**config.mk**
```make
export PLATFORM = sky130hd
export DESIGN_NAME = instr_fetch
export DESIGN_NICKNAME = d
export VERILOG_FILES = /design/src/rtl/instr_fetch.sv
export SDC_FILE = /design/constraint.sdc
export NUM_CORES = 1
export LEC_CHECK = 0
export CORE_ASPECT_RATIO = 0.75
export CORE_MARGIN = 2
export CORE_UTILIZATION = 53
export DETAILED_ROUTE_END_ITERATION = 10
export GPL_ROUTABILITY_DRIVEN = 1
export PLACE_DENSITY = 0.81
export SLEW_MARGIN = 25
export SYNTH_ARGS = -nofsm -noshare
export SYNTH_HDL_FRONTEND = slang
export SYNTH_SLANG_ARGS = --single-unit
```
**constraint.sdc**
```tcl
create_clock -name clk -period 3.1 [get_ports clk]
set_input_delay 0.93 -clock clk [delete_from_list [all_inputs] [get_ports clk]]
set_output_delay 0.93 -clock clk [all_outputs]
set_load 0.02 [all_outputs]
```
**src/rtl/instr_fetch.sv**
```systemverilog
// RV32 instruction-fetch stage with IF/ID pipeline register and req/ack imem handshake.
// Optional performance counters are compiled in with `define IFETCH_PERF_EN.
module instr_fetch #(
    parameter logic [31:0] RESET_PC = 32'h0000_0000
) (
    input  logic        clk,
    input  logic        rst_n,
    input  logic        stall,
    input  logic        redirect,
    input  logic [31:0] redirect_pc,
    output logic        imem_req,
    output logic [31:0] imem_addr,
    input  logic        imem_ack,
    input  logic [31:0] imem_rdata,
`ifdef IFETCH_PERF_EN
    output logic [31:0] perf_fetch_cnt,
    output logic [31:0] perf_wait_cnt,
`endif
    output logic        if_valid,
    output logic [31:0] if_pc,
    output logic [31:0] if_instruction
);

    localparam logic [31:0] NOP = 32'h0000_0013;

    typedef enum logic [1:0] {IDLE, FETCH, HOLD, DROP} state_t;

    state_t      state, state_n;
    logic [31:0] pc, pc_n;
    logic [31:0] req_addr, req_addr_n;
    logic [31:0] hold_buf, hold_buf_n;
    logic        if_valid_n;
    logic [31:0] if_pc_n, if_instruction_n;
    logic        load;
    logic [31:0] redirect_aligned;

    assign redirect_aligned = {redirect_pc[31:2], 2'b00};
    assign imem_req         = (state == FETCH) || (state == DROP);
    assign imem_addr        = req_addr;

    always_ff @(posedge clk) begin
        if (!rst_n) begin
            state          <= IDLE;
            pc             <= RESET_PC;
            req_addr       <= RESET_PC;
            hold_buf       <= 32'h0;
            if_valid       <= 1'b0;
            if_pc          <= 32'h0;
            if_instruction <= NOP;
        end else begin
            state          <= state_n;
            pc             <= pc_n;
            req_addr       <= req_addr_n;
            hold_buf       <= hold_buf_n;
            if_valid       <= if_valid_n;
            if_pc          <= if_pc_n;
            if_instruction <= if_instruction_n;
        end
    end

    // Redirect outranks stall; a request already on the bus is finished in DROP, never withdrawn.
    always_comb begin
        state_n          = state;
        pc_n             = pc;
        req_addr_n       = req_addr;
        hold_buf_n       = hold_buf;
        if_valid_n       = if_valid;
        if_pc_n          = if_pc;
        if_instruction_n = if_instruction;
        load             = 1'b0;
        case (state)
            IDLE: state_n = FETCH;
            FETCH: begin
                if (redirect) begin
                    if_valid_n = 1'b0;
                    pc_n       = redirect_aligned;
                    if (imem_ack) req_addr_n = redirect_aligned;
                    else          state_n    = DROP;
                end else if (imem_ack) begin
                    if (!stall) begin
                        load             = 1'b1;
                        if_pc_n          = req_addr;
                        if_instruction_n = imem_rdata;
                        pc_n             = req_addr + 32'd4;
                        req_addr_n       = req_addr + 32'd4;
                    end else begin
                        hold_buf_n = imem_rdata;
                        state_n    = HOLD;
                    end
                end else if (!stall) begin
                    if_valid_n = 1'b0;
                end
            end
            HOLD: begin
                if (redirect) begin
                    if_valid_n = 1'b0;
                    pc_n       = redirect_aligned;
                    req_addr_n = redirect_aligned;
                    state_n    = FETCH;
                end else if (!stall) begin
                    load             = 1'b1;
                    if_pc_n          = pc;
                    if_instruction_n = hold_buf;
                    pc_n             = pc + 32'd4;
                    req_addr_n       = pc + 32'd4;
                    state_n          = FETCH;
                end
            end
            DROP: begin
                if (redirect) begin
                    if_valid_n = 1'b0;
                    pc_n       = redirect_aligned;
                end
                if (imem_ack) begin
                    req_addr_n = redirect ? redirect_aligned : pc;
                    state_n    = FETCH;
                end
            end
            default: state_n = IDLE;
        endcase
        if (load) if_valid_n = 1'b1;
    end

`ifdef IFETCH_PERF_EN
    always_ff @(posedge clk) begin
        if (!rst_n) begin
            perf_fetch_cnt <= 32'h0;
            perf_wait_cnt  <= 32'h0;
        end else begin
            if (load)                  perf_fetch_cnt <= perf_fetch_cnt + 32'd1;
            if (imem_req && !imem_ack) perf_wait_cnt  <= perf_wait_cnt + 32'd1;
        end
    end
`endif

endmodule

```
==> qor.txt, run 1 <==
Worst Hold Slack = 462 ps
Static Leak = 4.55 nW
Clock Latency Late Sink = 430 ps
CP most frequent cell = inv_1
routability cong. = 0.916
Antenna Nets Post-Route = 0
setup TNS = 0 ps
Final setup viols = 0
Final Skew = 13.5 ps
Reg2Reg Launch Point = imem_addr[2]$_SDFFE_PN0P_
FP Rows = 41
Yosys reg bits = 163
worst vdd ir = 0.330 mV
Final Hold Viols = 0
Synth async-reset ratio = 0
Min-Delay Path Class = flip-flop to flip-flop
Comb power frac = 0.261
die area = 0.0179 mm^2
post_cts resized = 0
core area = 0.0166 mm^2
Mapped Cells = 1091
final non-filler cell total = 1438
Max Cap Viol = 0
most numerous cell in the Yosys netlist = nand2_1
wire length per cell = 18.3 um
Synth area leaders = dfxtp_1, nand2_1, mux2i_1, o211a_1, clkbuf_1
RSZ-0062 raised after global routing = no
DRC = 0
GRT Util Overall = 0.291
Cell Pwr Density = 568 mW/mm^2
switching share of power = 0.334
hpwl dp = 18.1 mm
sw power = 2.18 mW
critical hold path startpoint = hold_buf[29]$_SDFFE_PN0P_
Filler Cells Inserted = 1371
vias in the first global route = 8110
P_int = 4.34 mW
Worst setup EP type = output port
crit-path max cell delay = 600 ps
DR vias = 8879
Crit. path cell count = 5
relative slew slack = 0.478
DR iter-0 viols = 900
CP arrival = 2020 ps
drt first pass iters = 5
status = finished, final reports clean
number of antenna violations at the first check in global routing = 0
share of layout cells above drive strength 1 = 0.0785
setup ws final = 150 ps
Synth area leader = dfxtp_1
Peak Freq = 339 MHz
Slowest-stage cell, CP = clkdlybuf4s50_1
worst-path fanout max = 8
Final period util = 0.952
first-pass GRT wire length = 42.2 mm
Reg-to-Reg End = imem_addr[26]$_SDFFE_PN0P_
initial core utilization = 0.536
TritonCTS clock tree = yes
Top delay family on crit path = buffers and inverters
CP startpoint kind = flip-flop
synthesized area = 0.00890 mm^2
Longest Clk Path Bufs = 2
Yosys top cell area share = 0.366
Buf/Inv on CP = 3
synth warn = 0
CTS Root Cell = clkbuf_16
CP startpoint = state[1]$_SDFFE_PN0P_
part of the power in registers = 0.404
Worst-path clk slew = 70 ps
clock group share of total power = 0.335
minimum clock period = 2950 ps
PortBufs = 164
H-tree depth = 4
grt ovf = 0
clk sink count = 163
vias per std cell = 6.17
Die Y = 116 um
Num CTS Buffers = 17
Slew Limit Fails = 0
post-CTS setup buffer count = 0
crit path kind = flip-flop to output port
dpl ws = 32.6 ps
Post-synth EDFFs = 0
worst slew pin tran = 783 ps
placed insts = 1407
critical path required time = 2170 ps
commonest cells in the netlist = nand2_1, dfxtp_1, clkbuf_1
number of hold buffers added after CTS = 0
syn_nets = 1167
Layout Nets = 1287
largest net degree at the start of global routing = 64
Post-synth top flop = dfxtp_1
Yosys cell types = 66
Reg2Reg Setup Slack = 540 ps
crit-path cells = inv_1 -> ha_2 -> inv_1 -> nand2_1 -> clkdlybuf4s50_1
Die W = 154 um
Layout Area Growth over Synthesis = 29.1%
syn_area_per_cell = 8.16 um^2
R2R cell count = 6
Total Wirelength = 26.3 mm
Setup crit end = imem_req
register area share after synthesis = 0.366
# IOs = 167
diode count = 0
[power groups by stage]
stage               combinational, mW  sequential (mW)  clock, mW
floorplan                       0.942             2.67          0
global placement                 1.64             2.66          0
detailed placement               1.67             2.67          0
CTS                              1.68             2.62       2.20
global route                     1.82             2.67       2.32
finish                           1.70             2.64       2.19
[metal layers]
layer | track usage | wire length (um) | vias up
met3 | 0.0486 | 2360 | 46
met2 | 0.448 | 11400 | 448
li1 | - | - | 4220
met5 | 0 | 0 | -
met1 | 0.424 | 12100 | 4165
met4 | 0.0765 | 404 | 0
[worst reg2reg max path, stage by stage (launching register included)]
cell	delay [ps]
dfxtp_1	510
ha_1	280
nand4_2	180
or3_1	500
or3_4	470
a311o_1	370
o21a_1	160
[worst min path at each step]
stage | endpoint | slack (ps) | cells after the start
6_report | hold_buf[29]$_SDFFE_PN0P_ | 460 | 2
5_1_grt | hold_buf[18]$_SDFFE_PN0P_ | 480 | 2
4_1_cts | hold_buf[29]$_SDFFE_PN0P_ | 470 | 2
3_5_place_dp | hold_buf[29]$_SDFFE_PN0P_ | 460 | 2
3_3_place_gp | hold_buf[29]$_SDFFE_PN0P_ | 450 | 2
2_1_floorplan | hold_buf[10]$_SDFFE_PN0P_ | 440 | 2
[state kept, by name (all words and copies together) (netlist names)]
| signal | flops |
|---|---|
| state | 2 |
| if_instruction | 32 |
| if_pc | 32 |
| if_valid | 1 |
| imem_addr | 32 |
| hold_buf | 32 |
| pc | 32 |
[cells in the final DEF, fill, tap and decap left out, types with 12 or more instances in the layout]
cell type	synthesis	final
clkbuf_16	0	17
nor4_1	19	19
a21boi_0	37	37
nor2_1	30	30
clkdlybuf4s50_1	0	163
xor2_1	13	13
o211a_1	62	62
o31ai_1	23	23
dfxtp_1	163	163
xnor2_1	19	19
a211oi_1	15	15
buf_4	1	36
o21ai_0	64	64
a21oi_1	34	34
inv_1	17	17
mux2i_1	64	64
nand2_1	186	186
nand3_1	59	59
a31oi_1	12	12
nand4_1	20	20
nor3_1	17	16
[logic make-up (layout without fill, tap and decap cells)]
kind of cell	count (synthesis)	in the layout	share of synthesized area
AO/OA/AOI/OAI	314	314	0.259
XOR/XNOR	32	32	0.0315
AND/OR/NAND/NOR	384	384	0.204
multiplexers	66	66	0.0745
adder cells (fa/ha/maj)	7	7	0.00984
flip-flops	163	163	0.366
buffers and inverters	125	257	0.0542
[cell type report]
| class | instances | area, um^2 | area share |
|---|---|---|---|
| tap | 215 | 269 | 0.0234 |
| timing repair buffer | 209 | 2100 | 0.183 |
| inverter | 17 | 63.8 | 0.00555 |
| clock inverter | 14 | 178 | 0.0155 |
| multi-input combinational | 803 | 5190 | 0.452 |
| sequential | 163 | 3260 | 0.284 |
| clock buffer | 17 | 425 | 0.0370 |
[per-stage QoR]
step	util	power (mW)	cell area (um^2)
floorplan	-	3.61	8900
global placement	0.655	4.29	10900
detailed placement	0.655	4.34	10900
CTS	0.692	6.51	11500
global route	0.692	6.81	11500
finish	0.692	6.53	11500
Note: power is estimated with default switching activity, not from simulation.
==> run 2: changes to the inputs <==
--- a/config.mk
+++ b/config.mk
@@ -15,3 +15,4 @@
 export SYNTH_ARGS = -nofsm -noshare
 export SYNTH_HDL_FRONTEND = slang
 export SYNTH_SLANG_ARGS = --single-unit
+export TNS_END_PERCENT = 20
==> results of run 2 <==
The final DEF is identical to that of run 1; final timing and power are the same.
